[config.mk]
export PLATFORM = sky130hd
export DESIGN_NAME = gpio_input_capture
export DESIGN_NICKNAME = d
export VERILOG_FILES = /design/src/rtl/gpio_cap_pkg.sv /design/src/rtl/cap_fifo.sv /design/src/rtl/gpio_input_capture.sv
export SDC_FILE = /design/constraint.sdc
export NUM_CORES = 1
export LEC_CHECK = 0
export BUFFER_PORTS_ARGS = -buffer_cell sky130_fd_sc_hd__buf_4
export CORE_MARGIN = 1
export CORE_UTILIZATION = 35
export CTS_BUF_LIST = sky130_fd_sc_hd__clkbuf_8
export DETAILED_ROUTE_END_ITERATION = 12
export SLEW_MARGIN = 0
export SYNTH_ARGS = -nofsm -noshare
export SYNTH_HDL_FRONTEND = slang
export SYNTH_SLANG_ARGS = --single-unit
[constraint.sdc]
create_clock -name clk -period 5.24 [get_ports clk]
set_clock_uncertainty 0.1 [all_clocks]
set_input_delay 0.786 -clock clk [delete_from_list [all_inputs] [get_ports clk]]
set_output_delay 0.786 -clock clk [all_outputs]
set_load 0.005 [all_outputs]
[src/rtl/gpio_cap_pkg.sv]
// Shared types for the GPIO input-capture block.
//   cap_evt_t  : one captured edge record {pin index, direction, timestamp}
//   PIN_IDX_W  : width of the pin index field
// The record layout is fixed by CAP_WIDTH / CAP_TS_W. Instances of
// gpio_input_capture must keep WIDTH and TS_W equal to these values.
package gpio_cap_pkg;

  localparam int CAP_WIDTH = 8;
  localparam int CAP_TS_W  = 16;
  localparam int PIN_IDX_W = $clog2(CAP_WIDTH);

  typedef struct packed {
    logic [PIN_IDX_W-1:0] pin;
    logic                 rising;
    logic [CAP_TS_W-1:0]  ts;
  } cap_evt_t;

endpackage

[src/rtl/cap_fifo.sv]
// Synchronous show-ahead FIFO of cap_evt_t records with a valid/ready output.
//   clk, rst   : clock, synchronous active-high reset (empties the FIFO)
//   push       : write push_evt; accepted when not full, or when full and
//                the head is popped in the same cycle
//   push_evt   : record to write
//   full       : no free entry
//   out_valid  : head holds a record
//   out_ready  : consumer takes the head this cycle
//   out_evt    : head record, forced to zero while empty
module cap_fifo
  import gpio_cap_pkg::*;
#(
  parameter int DEPTH = 4
) (
  input  logic     clk,
  input  logic     rst,
  input  logic     push,
  input  cap_evt_t push_evt,
  output logic     full,
  output logic     out_valid,
  input  logic     out_ready,
  output cap_evt_t out_evt
);

  localparam int AW = $clog2(DEPTH);
  localparam int CW = AW + 1;

  cap_evt_t       mem_reg [DEPTH];
  logic [AW-1:0]  wr_ptr_reg;
  logic [AW-1:0]  rd_ptr_reg;
  logic [CW-1:0]  count_reg;
  logic           do_pop;
  logic           do_push;

  assign full      = (count_reg == CW'(DEPTH));
  assign out_valid = (count_reg != '0);
  assign do_pop    = out_valid & out_ready;
  // A pop frees the slot being written, so a full FIFO still takes a push.
  assign do_push   = push & (~full | do_pop);
  assign out_evt   = out_valid ? mem_reg[rd_ptr_reg] : '0;

  always_ff @(posedge clk) begin
    if (do_push) begin
      mem_reg[wr_ptr_reg] <= push_evt;
    end
  end

  always_ff @(posedge clk) begin
    if (rst) begin
      wr_ptr_reg <= '0;
      rd_ptr_reg <= '0;
      count_reg  <= '0;
    end else begin
      if (do_push) begin
        wr_ptr_reg <= wr_ptr_reg + AW'(1);
      end
      if (do_pop) begin
        rd_ptr_reg <= rd_ptr_reg + AW'(1);
      end
      if (do_push && !do_pop) begin
        count_reg <= count_reg + CW'(1);
      end else if (do_pop && !do_push) begin
        count_reg <= count_reg - CW'(1);
      end
    end
  end

endmodule

[src/rtl/gpio_input_capture.sv]
// Input side of the MCU pin interface: synchronises the dedicated input pins,
// detects edges, timestamps them and queues {pin, edge, time} records.
//   clk, rst      : clock, synchronous active-high reset
//   en            : capture and timer enable
//   pins_in       : raw asynchronous pin levels
//   rise_en       : per-pin rising-edge capture enable
//   fall_en       : per-pin falling-edge capture enable
//   evt_valid     : head event available
//   evt_ready     : consumer accepts the head this cycle
//   evt_pin       : pin index of head event
//   evt_rising    : 1 = rising edge, 0 = falling edge
//   evt_time      : timer value when the edge entered its pending slot
//   level         : synchronised pin levels
//   overflow      : sticky, an edge was lost
//   overflow_clr  : clears overflow (a same-cycle set wins)
// Pipeline: sync chain -> prev/edge register -> pending slot -> FIFO, which
// gives SYNC_STAGES+2 cycles from pin sample to evt_valid.
module gpio_input_capture
  import gpio_cap_pkg::*;
#(
  parameter int WIDTH       = CAP_WIDTH,
  parameter int TS_W        = CAP_TS_W,
  parameter int FIFO_DEPTH  = 4,
  parameter int SYNC_STAGES = 2
) (
  input  logic                     clk,
  input  logic                     rst,
  input  logic                     en,
  input  logic [WIDTH-1:0]         pins_in,
  input  logic [WIDTH-1:0]         rise_en,
  input  logic [WIDTH-1:0]         fall_en,
  output logic                     evt_valid,
  input  logic                     evt_ready,
  output logic [$clog2(WIDTH)-1:0] evt_pin,
  output logic                     evt_rising,
  output logic [TS_W-1:0]          evt_time,
  output logic [WIDTH-1:0]         level,
  output logic                     overflow,
  input  logic                     overflow_clr
);

  localparam int IDX_W   = $clog2(WIDTH);
  localparam int PRIME_W = $clog2(SYNC_STAGES + 2);
  localparam logic [PRIME_W-1:0] PRIME_DONE = PRIME_W'(SYNC_STAGES + 1);

  logic [WIDTH-1:0]   sync_reg [SYNC_STAGES];
  logic [WIDTH-1:0]   sync_out;
  logic [WIDTH-1:0]   prev_reg;
  logic [WIDTH-1:0]   edge_reg;
  logic [WIDTH-1:0]   edge_rise_reg;
  logic [PRIME_W-1:0] prime_cnt_reg;
  logic               primed;
  logic [TS_W-1:0]    timer_reg;

  logic [WIDTH-1:0]   pend_vec;
  logic [WIDTH-1:0]   slot_rise_vec;
  logic [TS_W-1:0]    slot_ts [WIDTH];
  logic [WIDTH-1:0]   lost_vec;
  logic [WIDTH-1:0]   grant_oh;
  logic [IDX_W-1:0]   grant_idx;
  logic               any_pend;
  logic               can_push;
  logic               push;
  logic               fifo_full;
  cap_evt_t           push_evt;
  cap_evt_t           head_evt;
  logic               overflow_reg;

  // Synchroniser chain, all pins in parallel.
  always_ff @(posedge clk) begin
    if (rst) begin
      for (int s = 0; s < SYNC_STAGES; s++) begin
        sync_reg[s] <= '0;
      end
    end else begin
      sync_reg[0] <= pins_in;
      for (int s = 1; s < SYNC_STAGES; s++) begin
        sync_reg[s] <= sync_reg[s-1];
      end
    end
  end

  assign sync_out = sync_reg[SYNC_STAGES-1];
  assign level    = sync_out;

  // The chain and prev hold reset zeros for the first cycles; comparing
  // against them would report a fake rising edge on pins held high through
  // reset, so edges stay masked until real samples fill both sides.
  assign primed = (prime_cnt_reg == PRIME_DONE);

  always_ff @(posedge clk) begin
    if (rst) begin
      prev_reg      <= '0;
      edge_reg      <= '0;
      edge_rise_reg <= '0;
      prime_cnt_reg <= '0;
    end else begin
      prev_reg      <= sync_out;
      edge_reg      <= primed ? (sync_out ^ prev_reg) : '0;
      edge_rise_reg <= sync_out;
      if (!primed) begin
        prime_cnt_reg <= prime_cnt_reg + PRIME_W'(1);
      end
    end
  end

  always_ff @(posedge clk) begin
    if (rst) begin
      timer_reg <= '0;
    end else if (en) begin
      timer_reg <= timer_reg + TS_W'(1);
    end
  end

  // Per-pin pending slot. A slot being pushed this cycle counts as free, so
  // an edge arriving as it drains is kept rather than lost.
  genvar gi;
  generate
    for (gi = 0; gi < WIDTH; gi++) begin : g_slot
      logic            pend_reg;
      logic            rise_reg;
      logic [TS_W-1:0] ts_reg;
      logic            hit;
      logic            busy;

      assign hit  = edge_reg[gi] & en &
                    (edge_rise_reg[gi] ? rise_en[gi] : fall_en[gi]);
      assign busy = pend_reg & ~grant_oh[gi];
      assign lost_vec[gi] = hit & busy;

      always_ff @(posedge clk) begin
        if (rst) begin
          pend_reg <= 1'b0;
          rise_reg <= 1'b0;
          ts_reg   <= '0;
        end else if (hit && !busy) begin
          pend_reg <= 1'b1;
          rise_reg <= edge_rise_reg[gi];
          ts_reg   <= timer_reg;
        end else if (grant_oh[gi]) begin
          pend_reg <= 1'b0;
        end
      end

      assign pend_vec[gi]      = pend_reg;
      assign slot_rise_vec[gi] = rise_reg;
      assign slot_ts[gi]       = ts_reg;
    end
  endgenerate

  // Fixed priority: lowest pending index wins (scan high to low, last hit sticks).
  always_comb begin
    any_pend  = 1'b0;
    grant_idx = '0;
    for (int i = WIDTH - 1; i >= 0; i--) begin
      if (pend_vec[i]) begin
        any_pend  = 1'b1;
        grant_idx = IDX_W'(i);
      end
    end
  end

  assign can_push = ~fifo_full | (evt_valid & evt_ready);
  assign push     = any_pend & can_push;
  assign grant_oh = push ? (WIDTH'(1) << grant_idx) : '0;

  always_comb begin
    push_evt        = '0;
    push_evt.pin    = grant_idx;
    push_evt.rising = slot_rise_vec[grant_idx];
    push_evt.ts     = slot_ts[grant_idx];
  end

  cap_fifo #(
    .DEPTH(FIFO_DEPTH)
  ) u_fifo (
    .clk      (clk),
    .rst      (rst),
    .push     (push),
    .push_evt (push_evt),
    .full     (fifo_full),
    .out_valid(evt_valid),
    .out_ready(evt_ready),
    .out_evt  (head_evt)
  );

  assign evt_pin    = head_evt.pin;
  assign evt_rising = head_evt.rising;
  assign evt_time   = head_evt.ts;

  always_ff @(posedge clk) begin
    if (rst) begin
      overflow_reg <= 1'b0;
    end else if (|lost_vec) begin
      overflow_reg <= 1'b1;
    end else if (overflow_clr) begin
      overflow_reg <= 1'b0;
    end
  end

  assign overflow = overflow_reg;

endmodule
==> results of run 1 <==
-- stage by stage --
| stage | util, % | hold WS, ns | instances | power (mW) | area, µm² |
|---|---|---|---|---|---|
| 6_report | 40.4 | 0.334 | 1556 | 4.63 | 13200 |
| 5_1_grt | 40.4 | 0.322 | 1556 | 4.86 | 13200 |
| 4_1_cts | 40.4 | 0.321 | 1556 | 4.70 | 13200 |
| 3_5_place_dp | 37.7 | 0.320 | 1472 | 2.88 | 12300 |
| 3_3_place_gp | 37.7 | 0.316 | 1472 | 2.87 | 12300 |
| 2_1_floorplan | - | 0.314 | 1049 | 2.63 | 11700 |
-- critical path: stages (launching register included) --
cell	delay (ns)
dfxtp_1	0.98
mux4_2	0.42
and2_1	0.19
buf_4	0.13
-- cell usage in the layout, fill, tap and decap left out, types with 17 or more instances in the layout --
cell	synthesis	final
nor2_1	159	159
buf_4	12	71
clkbuf_8	0	50
a31oi_1	19	19
nand3_1	31	31
and2_1	25	25
edfxtp_1	80	80
nand2_1	110	110
mux4_2	37	37
a22o_1	17	17
xor2_1	17	17
mux2i_1	124	124
dfxtp_1	204	204
inv_1	8	30
nor2b_1	26	26
a21oi_1	29	27
-- per-layer routing --
| layer | vias up | GRT usage [%] | wire (µm) |
|---|---|---|---|
| li1 | 3674 | - | - |
| met1 | 3541 | 18.4 | 11000 |
| met2 | 137 | 24.3 | 11200 |
| met3 | 42 | 2.79 | 1140 |
| met4 | 0 | 4.53 | 442 |
| met5 | - | 0 | 0 |
-- layout make-up --
type                            instances  area (µm²)  area share (%)
Multi-Input combinational cell        664        4720            35.7
Inverter                               10        37.5           0.284
Timing Repair Buffer                   72         544            4.12
Clock buffer                           50         688            5.20
Tap cell                              442         553            4.18
Sequential cell                       284        6490            49.0
Clock inverter                         34         195            1.48
-- worst max path at each step --
| stage | start | to | slack [ns] |
|---|---|---|---|
| 3_3_place_gp | evt_ready | u_fifo.count_reg[2] | 2.14 |
| 3_5_place_dp | evt_ready | u_fifo.count_reg[2] | 2.07 |
| 5_1_grt | flip-flop | evt_time[11] | 1.93 |
| 6_report | flip-flop | evt_time[11] | 2.07 |
| 2_1_floorplan | evt_ready | u_fifo.count_reg[2] | 2.42 |
| 4_1_cts | flip-flop | evt_time[11] | 1.97 |
-- cells by family after synthesis --
kind of cell	synth area share, %
compound gates	4.43
xor+xnor	2.18
mux	18.5
flops	55.6
fa+ha+maj	0.922
buf+inv	4.13
simple gates	14.3
-- power by group --
group | switching [mW] | internal [mW] | total [mW]
logic | 0.211 | 0.296 | 0.507
clock network | 0.836 | 0.977 | 1.81
registers | 0.0299 | 2.28 | 2.31
total | 1.08 | 3.55 | 4.63
==> metrics, run 1 <==
r2r setup slk 2.20 ns; leading area contributor after synthesis dfxtp_1; Min-Delay Endpoint sync_reg[0][11]; Final setup viols 0; Placer Congestion 0.754; Post-CTS Setup Inserts 0; Required @ worst endpoint 4.35 ns; Clock Sink Count 284; Syn Inst Count 1049; main area contributors after synthesis dfxtp_1, edfxtp_1, mux2i_1; DRC 0; Least-Margin Pin Slew 1.14 ns; initial antenna violation count 0; Slew HR 24.1%; clk buf depth 3; cts bufs inserted 46; via count 7394; area grow syn2layout 13.3%; period utilisation layout 60.4%; Initial Utilization 35.7%; synth cell count leaders dfxtp_1, nor2_1, mux2i_1; Resized cells post-CTS 0; post-place setup slack 2.07 ns; Mapped Avg Cell Area 11.1 µm²; RSZ-0062 raised after global routing no; worst hold path type reg2reg; top_reg_cell synth dfxtp_1; gr ovfl total 0; Die Span Y 185 µm; Leakage 5.55 nW; gr usage total 14.4%; buffers added on ports 58; Hold Buf Count CTS 0; Rows 66; Setup CP Type reg2out; TNS Setup 0 ns; pwr dens 350 mW/mm²; die area 0.0341 mm²; largest net degree at the start of global routing 88; setup ws final 2.07 ns; status completed; CTS tree yes; Die X 185 µm; CP Launch Type flip-flop; hold path startpoint sync_reg[0][3]; distinct cell type count after synthesis 45; Final Hold Vio Count 0; Max VDD drop 143 µV; hold path depth 1; Seq/Total Area, Yosys 55.6%; Yosys reg bits 284; Synth top area share 35.0%; Fillers 3167; drt wl/cell 15.3 µm; Via-to-Cell Ratio 4.75; Max Cap Viol 0; synthesized area 0.0117 mm²; Max Freq 316 MHz; # nets final 1115; clock root buffer clkbuf_8; max reg flops 128; first-pass GRT wire length 38600 µm; min cycle time layout 3.17 ns; Ant. Diodes 0; Post-DP HPWL 14400 µm; initial DRC count 367; most common cell in the netlist dfxtp_1; Worst Setup End Kind output port; vias in the first global route 7352; H-tree Lvls 2; Routed WL 23800 µm; clock transition at the registers of the reported paths 0.06 ns; startpoint of the worst register-to-register path g_slot[2].pend_reg; R2R Path End u_fifo.mem_reg[2][8]; Post-synth EDFFs 80; worst endpoint data arrival time 2.28 ns; Post-synth ARST share 0%; Synth warnings 0; peak fanout along the critical path 20; Detail Route Antenna Nets 0; IO Count 59; Final Slew Violations 0; CORE AREA 0.0327 mm²; worst-case reg-to-reg path depth 8; Net Count, Synth 1086; layout cells sized above 1 16.1%; Worst-Skew Late Latency 0.55 ns; First-pass DRT Iterations 5
Note: power is estimated with default switching activity, not from simulation.
==> run 2: changes to the inputs <==
ABC_AREA = 1   (was unset)
clock period = 2.77 ns   (was 5.24 ns; I/O delays follow)
==> run 2 against run 1 <==
Non-clock buffer count rose by 25. Synthesized cell count rose by 39%. Critical path depth rose by 2. Clock power rose by 110%. Via count rose by 34%. Clock-buffer cell count rose by 12. Area after synthesis rose by 2.9%. Final area rose by 5.3%. Worst hold slack got worse by 0.26 ns. Sequential power rose by 90%. Flip-flop and latch count did not move. Global-route usage rose by 3.6 points. Critical endpoint unchanged. Largest power group unchanged.
==> metrics, run 2 <==
status completed; Net Count, Synth 1495 (+38%); peak fanout along the critical path 20 (unchanged); Post-synth ARST share 0% (unchanged); CTS tree yes; Routed WL 31900 µm (+34%); gr usage total 18.0% (+3.6 points); slowest cell on the critical path inv_1; Setup CP Type reg2out; layout cells sized above 1 14.4% (-1.6 points); Max Cap Viol 0 (unchanged); most frequent cells in the layout nand2_1, nor2_1, dfxtp_1, a21oi_1, inv_1; Worst-Skew Late Latency 0.57 ns (+0.02 ns); Max VDD drop 321 µV (+120%); area grow syn2layout 16.0%; post-synthesis adder-cell area fraction 0.896% (-0.026 points); min cycle time layout 2.50 ns; Final Hold Vio Count 0 (unchanged); Leakage 5.38 nW (-3.0%); Max stage delay on crit path 0.33 ns (-0.65 ns); startpoint of the worst register-to-register path g_slot[6].pend_reg; Slew HR 40.1% (+16 points); dpl cells 1906 (+29%); via count 9874 (+34%); IO Count 59 (unchanged); Synth top area share 34.0% (-0.98 points); top_reg_cell synth dfxtp_1; Worst Setup End Kind output port; setup ws final 0.272 ns (-1.80 ns); Synth Area in Simple Gates 24.1% (+9.8 points); Syn Inst Count 1458 (+39%); Post-Layout Cell Count 2001 (+29%); pwr dens 680 mW/mm² (+94%); DRC 0 (unchanged); CP Buf/Inv Count 2 (+1); Initial Utilization 35.7% (about the same); Mapped Avg Cell Area 8.23 µm² (-26%); distinct cell type count after synthesis 34 (-24%); Seq/Total Area, Yosys 54.0% (-1.6 points); main area contributors after synthesis dfxtp_1, edfxtp_1, nand2_1; Yosys reg bits 284 (unchanged); Die X 187 µm (+1.4%); RSZ-0062 raised after global routing no; most common cell after layout, fill and taps aside nand2_1; largest family of logic cells by synthesized area simple AND/OR/NAND/NOR gates; die area 0.0350 mm² (+2.9%); largest net degree at the start of global routing 90 (+2.3%); Placer Congestion 0.765 (+1.4%); gr ovfl total 0 (unchanged); # nets final 1553 (+39%); worst endpoint data arrival time 1.98 ns (-0.30 ns); Post-synth EDFFs 80 (unchanged); most common cell in the netlist nand2_1; Post-DP HPWL 19200 µm (+33%); Detail Route Antenna Nets 0 (unchanged); synthesized area 0.0120 mm² (+2.9%); synth cell count leaders nand2_1, nor2_1, dfxtp_1; first-pass GRT wire length 50400 µm (+31%); buffers added on ports 58 (unchanged); Compound-Gate Fraction of Synth Area 14.0% (+9.5 points); Via-to-Cell Ratio 4.93 (+3.8%); Final Slew Violations 0 (unchanged); cts bufs inserted 48 (+4.3%); r2r setup slk 0.40 ns (-1.80 ns); Die Span Y 187 µm (+1.4%); CORE AREA 0.0336 mm² (+2.8%); H-tree Lvls 2 (unchanged); drt wl/cell 15.9 µm (+4.1%); Synth warnings 0 (unchanged); initial DRC count 624 (+70%); leading area contributor after synthesis dfxtp_1; initial antenna violation count 0 (unchanged); CP Launch Type flip-flop; Post-Synth XOR/XNOR Area 0.219% (-2.0 points); period utilisation layout 90.2%; Ant. Diodes 0 (unchanged); Fillers 3354 (+5.9%); Rows 67 (+1.5%); First-pass DRT Iterations 5 (unchanged); Resized cells post-CTS 0 (unchanged); critical path, cell by cell inv_1 -> nor2_1 -> o21ai_0 -> a21oi_1 -> buf_4; Clock Sink Count 284 (unchanged); max reg flops 128 (unchanged); vias in the first global route 9259 (+26%); clk buf depth 3 (unchanged); Final setup viols 0 (unchanged); Fin Hold WS 0.0779 ns (-0.256 ns); Max Freq 400 MHz; worst hold path type in2reg; Least-Margin Pin Slew 0.899 ns (-0.239 ns); hold path startpoint en; clock root buffer clkbuf_8; clock transition at the registers of the reported paths 0.06 ns (about the same); mux cell area share after synthesis 0% (-18 points); post-place setup slack 0.452 ns (-1.62 ns); Required @ worst endpoint 2.25 ns (-2.10 ns); Top delay family on crit path buffers and inverters; TNS Setup 0 ns (unchanged)
[run 2: worst register-to-register path, delay by kind of cell, from the launching register on]
family	cells	cell delay, ns
and+or+nand+nor	12	1.13
buffers and inverters	3	0.57
DFF	1	0.38
[run 2: per-stage QoR]
| step | util (%) | area [µm²] | power, mW |
|---|---|---|---|
| 5_1_grt | 41.4 | 13900 | 9.89 |
| 6_report | 41.4 | 13900 | 9.47 |
| 2_1_floorplan | - | 12000 | 5.20 |
| 3_3_place_gp | 38.2 | 12800 | 5.72 |
| 3_5_place_dp | 38.2 | 12800 | 5.73 |
| 4_1_cts | 41.4 | 13900 | 9.58 |
[run 2: path summary, 6_finish.rpt]
kind                                         endpoint  cells past startpoint
worst max-delay path                     evt_time[11]                      5
worst min register to register        sync_reg[0][15]                      2
worst min-delay path                     timer_reg[0]                      4
worst max register to register  u_fifo.mem_reg[3][14]                     15
[run 2: metal layers]
layer	wire [µm]	up-vias	GRT usage, %
met5	0	-	0
met4	554	0	5.17
met3	1610	50	3.28
met2	14600	247	29.6
met1	15100	4638	24.1
li1	-	4939	-
[run 2: power breakdown]
part | switching (mW) | internal, mW | total [mW] | leakage, nW
clock network | 1.65 | 2.18 | 3.83 | 0.580
logic | 0.771 | 0.487 | 1.26 | 2.26
registers | 0.0522 | 4.33 | 4.38 | 2.54
total | 2.48 | 7.00 | 9.47 | 5.38
[run 2: area by class of cell]
type	instances	area, µm²	share of cell area (%)
multi-input combinational	995	4720	33.9
timing repair buffer	97	823	5.91
clock inverter	25	148	1.06
clock buffer	62	853	6.13
tap	448	561	4.02
inverter	90	340	2.44
sequential	284	6490	46.6
[run 2: cell families (layout without fill, tap and decap cells)]
logic type | after synthesis | count (layout)
AOI/OAI and AO/OA | 310 | 310
xor gates and xnor gates | 3 | 3
adders and majority gates | 8 | 8
buffers and inverters | 179 | 274
DFF | 284 | 284
and+or+nand+nor | 674 | 674
[run 2: repair_timing]
item                       in CTS  in global routing
hold endpoints to repair        8                  0
setup buffers                   0                  0
setup endpoints to repair       0                  0
hold buffers                    8                  0
